`config.mk`:
```
export PLATFORM = sky130hd
export DESIGN_NAME = hack_mem_arbiter
export DESIGN_NICKNAME = d
export VERILOG_FILES = /design/src/rtl/hack_mem_arbiter.sv
export SDC_FILE = /design/constraint.sdc
export NUM_CORES = 1
export LEC_CHECK = 0
export CORE_ASPECT_RATIO = 1.4
export CORE_MARGIN = 8
export CORE_UTILIZATION = 35
export CTS_BUF_LIST = sky130_fd_sc_hd__clkbuf_4
export DETAILED_ROUTE_END_ITERATION = 12
export DONT_BUFFER_PORTS = 1
export PLACE_DENSITY_LB_ADDON = 0.15
export SYNTH_ARGS = -nofsm -noshare
export SYNTH_HDL_FRONTEND = slang
export SYNTH_SLANG_ARGS = --single-unit
```
`constraint.sdc`:
```
create_clock -name clk -period 1.4 [get_ports clk]
set_input_delay 0.14 -clock clk [delete_from_list [all_inputs] [get_ports clk]]
set_output_delay 0.14 -clock clk [all_outputs]
set_load 0.03 [all_outputs]
```
`src/rtl/hack_mem_arbiter.sv`:
```
// Data-RAM arbiter for the Hack computer: CPU has priority, a saturating wait
// counter guarantees the read-only DMA requester a slot within MAX_WAIT cycles.
module hack_mem_arbiter #(
  parameter int ADDR_W   = 14,
  parameter int MAX_WAIT = 4
) (
  input  logic              clk,
  input  logic              reset,
  input  logic              cpu_req,
  input  logic              cpu_we,
  input  logic [ADDR_W-1:0] cpu_addr,
  input  logic [15:0]       cpu_wdata,
  output logic [15:0]       cpu_rdata,
  output logic              cpu_done,
  output logic              cpu_stall,
  input  logic              dma_req,
  input  logic [ADDR_W-1:0] dma_addr,
  output logic              dma_gnt,
  output logic              dma_rvalid,
  output logic [15:0]       dma_rdata,
  output logic              mem_en,
  output logic              mem_we,
  output logic [ADDR_W-1:0] mem_addr,
  output logic [15:0]       mem_wdata,
  input  logic [15:0]       mem_rdata
);

  localparam int CNT_W = $clog2(MAX_WAIT + 1);
  localparam logic [CNT_W-1:0] WAIT_SAT = CNT_W'(MAX_WAIT);

  // owner names the requester whose read data is on mem_rdata this cycle
  typedef enum logic [1:0] {
    OWN_NONE = 2'd0,
    OWN_CPU  = 2'd1,
    OWN_DMA  = 2'd2
  } owner_t;

  owner_t           owner;
  logic [CNT_W-1:0] wait_cnt;
  logic             cpu_elig;
  logic             grant_cpu;
  logic             grant_dma;

  // A CPU read is never re-granted during its own data cycle.
  always_comb begin
    cpu_elig  = cpu_req & (owner != OWN_CPU);
    grant_dma = ~reset & dma_req & ((wait_cnt == WAIT_SAT) | ~cpu_elig);
    grant_cpu = ~reset & ~grant_dma & cpu_elig;
  end

  always_comb begin
    mem_en    = grant_cpu | grant_dma;
    mem_we    = grant_cpu & cpu_we;
    mem_addr  = '0;
    mem_wdata = '0;
    if (grant_cpu) begin
      mem_addr  = cpu_addr;
      mem_wdata = cpu_wdata;
    end else if (grant_dma) begin
      mem_addr  = dma_addr;
    end
  end

  assign dma_gnt    = grant_dma;
  assign cpu_done   = (grant_cpu & cpu_we) | (owner == OWN_CPU);
  assign cpu_stall  = cpu_req & ~cpu_done;
  assign dma_rvalid = (owner == OWN_DMA);
  assign cpu_rdata  = mem_rdata;
  assign dma_rdata  = mem_rdata;

  always_ff @(posedge clk or posedge reset) begin
    if (reset) begin
      owner    <= OWN_NONE;
      wait_cnt <= '0;
    end else begin
      if (grant_dma)
        owner <= OWN_DMA;
      else if (grant_cpu & ~cpu_we)
        owner <= OWN_CPU;
      else
        owner <= OWN_NONE;

      if (~dma_req | grant_dma)
        wait_cnt <= '0;
      else if (wait_cnt != WAIT_SAT)
        wait_cnt <= wait_cnt + CNT_W'(1);
    end
  end

endmodule

```
==> summary.txt <==
Global routing
  • First-pass GRT wire length: 5000 um
  • Number of antenna violations at the first check in global routing: 0
  • Number of global-route vias before repair: 994
  • Leftover overflow at the end of global routing: 0
  • Gr usage total: 0.134
  • Pin count of the biggest net entering global routing: 22

Timing
  • Tcrit/Tclk final: 1.30
  • Actual slew at the worst max-slew pin: 0.316 ns
  • Total count of hold-check failures in the final report: 0
  • Count of final max-slew check failures: 0
  • Setup repair after global routing missed its margin: true
  • Worst rel slew slack: 0.788
  • Worst clock skew: 0.00100 ns
  • Tmin final: 1.82 ns
  • F_max: 551 MHz
  • Worst-case setup margin in the final layout: -0.416 ns
  • Setup Viol. Count Final: 37
  • Total negative slack for setup checks: -12.87 ns

Placed design
  • Post-DP Area: 943 um^2
  • Post-Place Setup Slack: -0.236 ns
  • Final HPWL from detailed placement: 2590 um
  • Routability congestion estimate from global placement: 0.754
  • Number of port buffers: 0

Power
  • Power density over cell area: 655 nW/um^2
  • Peak supply drop: 0.000316 V
  • Static leakage: 0.578 nW
  • Design Power: 799 uW

Die
  • Number of core rows: 22
  • Core area: 2640 um^2
  • Starting utilization of the core area: 0.371
  • Full die area: 4770 um^2
  • Die X: 60.7 um
  • Floorplan die height: 78.6 um
  • Ports: 133

Yosys
  • Count of flip-flops with a built-in enable after synthesis: 0
  • Syn_nets: 187
  • Top flip-flop cell by instance count after synthesis: sky130_fd_sc_hd__dfrtp_1
  • Post-synthesis sequential area ratio: 0.128
  • Proportion of netlist area held by the largest area contributor: 0.261
  • Leading cell types by total area after synthesis: sky130_fd_sc_hd__buf_4 (26%), sky130_fd_sc_hd__a32o_1 (14%), sky130_fd_sc_hd__dfrtp_1 (13%), sky130_fd_sc_hd__nor2b_1 (11%), sky130_fd_sc_hd__and2_1 (6.4%)
  • Post-synthesis instance area: 980 um^2
  • Async set or reset register ratio after synthesis: 1.00
  • Yosys synthesis warning count: 0
  • Synth Register Bits: 5
  • Cells after Synth: 120
  • Dominant cell type by area after synthesis: sky130_fd_sc_hd__buf_4
  • Synth cell types: 26
  • Mapped Avg Cell Area: 8.16 um^2

Cells and area
  • Area delta synth->final: 24.5%
  • Utilization after layout: 0.462
  • Antenna cells: 0
  • Design Area, Final: 1220 um^2
  • Fraction of layout instances using a drive strength above 1: 0.722
  • Net count reported at finish: 183

Critical path
  • Category of the most critical setup path: reg -> out
  • R2R Setup Slk: -0.08 ns
  • Max FO, Critical Path: 14
  • Crit start category: register
  • Crit. End Element: output port
  • Critical Path AT: 1.68 ns
  • Required time of the worst setup path: 1.26 ns

Worst hold path
  • Kind of path behind the tightest hold check: in -> reg

Clocking
  • TritonCTS clock tree: yes
  • TritonCTS buffer count: 3
  • Clock transition at the registers of the reported paths: 0.05 ns
  • Latest clock arrival within the worst-skew pair: 0.25 ns
  • Clk Tree Root Cell: sky130_fd_sc_hd__clkbuf_4
  • Max clock buf depth: 2
  • H-Tree Depth: 1
  • Sinks on the clock net: 5

Flow run
  • Max-cap check violation count: 0

Status
  • Outcome: finished with violations
  • Violated checks: setup timing

Drt
  • Total iterations of the first detailed-routing run: 3
  • Drt first-iter violations: 36
  • Average wire per standard cell: 22.5 um
  • Overall via count from detail_route: 880
  • Post-DRT Antenna Nets: 0
  • Number of vias per cell after detailed routing: 5.83
  • Total routed wirelength: 3390 um
  • Detailed-route DRC error count: 0
-- layout by cell type (no fill, tap or decap), types with 2 or more instances in the layout --
cell type	count
sky130_fd_sc_hd__dfrtp_1	5
sky130_fd_sc_hd__inv_2	3
sky130_fd_sc_hd__dlygate4sd3_1	2
sky130_fd_sc_hd__and2_4	17
sky130_fd_sc_hd__nand3_4	2
sky130_fd_sc_hd__inv_1	2
sky130_fd_sc_hd__nand2_8	2
sky130_fd_sc_hd__buf_6	8
sky130_fd_sc_hd__nor2b_1	16
sky130_fd_sc_hd__o32ai_2	2
sky130_fd_sc_hd__nand3_1	3
sky130_fd_sc_hd__clkbuf_4	4
sky130_fd_sc_hd__a32o_2	14
sky130_fd_sc_hd__buf_4	17
-- what timing repair did --
action | in CTS | in global routing
cloned | 2 | 0
hold buffers | 2 | 0
buffers inserted | 6 | 3
pin swaps | 17 | 4
endpoints found under the setup margin | 36 | 38
resized for setup | 28 | 8
hold endpoints to repair | 6 | 0
-- power breakdown --
part | total [mW] | internal [mW] | switching (mW)
Clock | 0.200 | 0.128 | 0.0719
Combinational | 0.440 | 0.196 | 0.244
Sequential | 0.160 | 0.153 | 0.00661
-- synth_stat cells, drive strengths merged, types with 2 or more instances --
cell,number
a21oi,2
a32o,14
and2,17
buf,38
dfrtp,5
ha,2
inv,5
nand2,2
nand3,4
nor2,2
nor2b,17
o32ai,2
-- worst max-delay path, cell delays in order, from the launching register on --
cell                      delay [ns]
sky130_fd_sc_hd__dfrtp_1        0.36
sky130_fd_sc_hd__inv_2          0.06
sky130_fd_sc_hd__ha_4           0.15
sky130_fd_sc_hd__and3_4         0.18
sky130_fd_sc_hd__buf_6          0.12
sky130_fd_sc_hd__nor3_4         0.14
sky130_fd_sc_hd__buf_12         0.16
sky130_fd_sc_hd__a32o_2         0.25
-- flip-flops by register name (all words and copies together) (netlist names) --
| signal | flops |
|---|---|
| wait_cnt | 3 |
| owner | 2 |
-- stage by stage --
stage	hold WS, ns	instances
6_report	0.0603	151
5_1_grt	0.0560	151
4_1_cts	0.0536	149
3_5_place_dp	-0.0422	135
3_3_place_gp	-0.0386	135
2_1_floorplan	0.0488	120
-- cells by family after synthesis --
family | after synthesis | synth area share
AO/OA/AOI/OAI | 21 | 0.192
adder cells (fa/ha/maj) | 2 | 0.0255
buffers and inverters | 43 | 0.313
flip-flops | 5 | 0.128
multiplexers | 1 | 0.0115
AND/OR/NAND/NOR | 48 | 0.331
-- metal layers --
layer | share of wire | track usage
met1 | 0.33 | 0.125
met2 | 0.49 | 0.228
met3 | 0.16 | 0.0620
met4 | 0.030 | 0.0749
met5 | 0 | 0
-- worst paths after layout --
kind	cells after the start	startpoint	to
setup reg to reg	7	wait_cnt[1]	wait_cnt[2]
hold / removal	2	dma_req	wait_cnt[2]
max in group asynchronous	2	reset	wait_cnt[2]
hold reg to reg	2	wait_cnt[2]	wait_cnt[2]
min in group asynchronous	2	reset	owner[0]
setup / recovery	7	wait_cnt[1]	mem_addr[13]
-- layout make-up --
cell class / count / area, um^2
tap: 36 / 45.0
inverter: 5 / 18.8
timing repair buffer: 28 / 258
fill: 263 / 1420
sequential: 5 / 125
clock buffer: 4 / 30.0
multi-input combinational: 73 / 743
No activity file was read; power rests on OpenSTA's default activity.
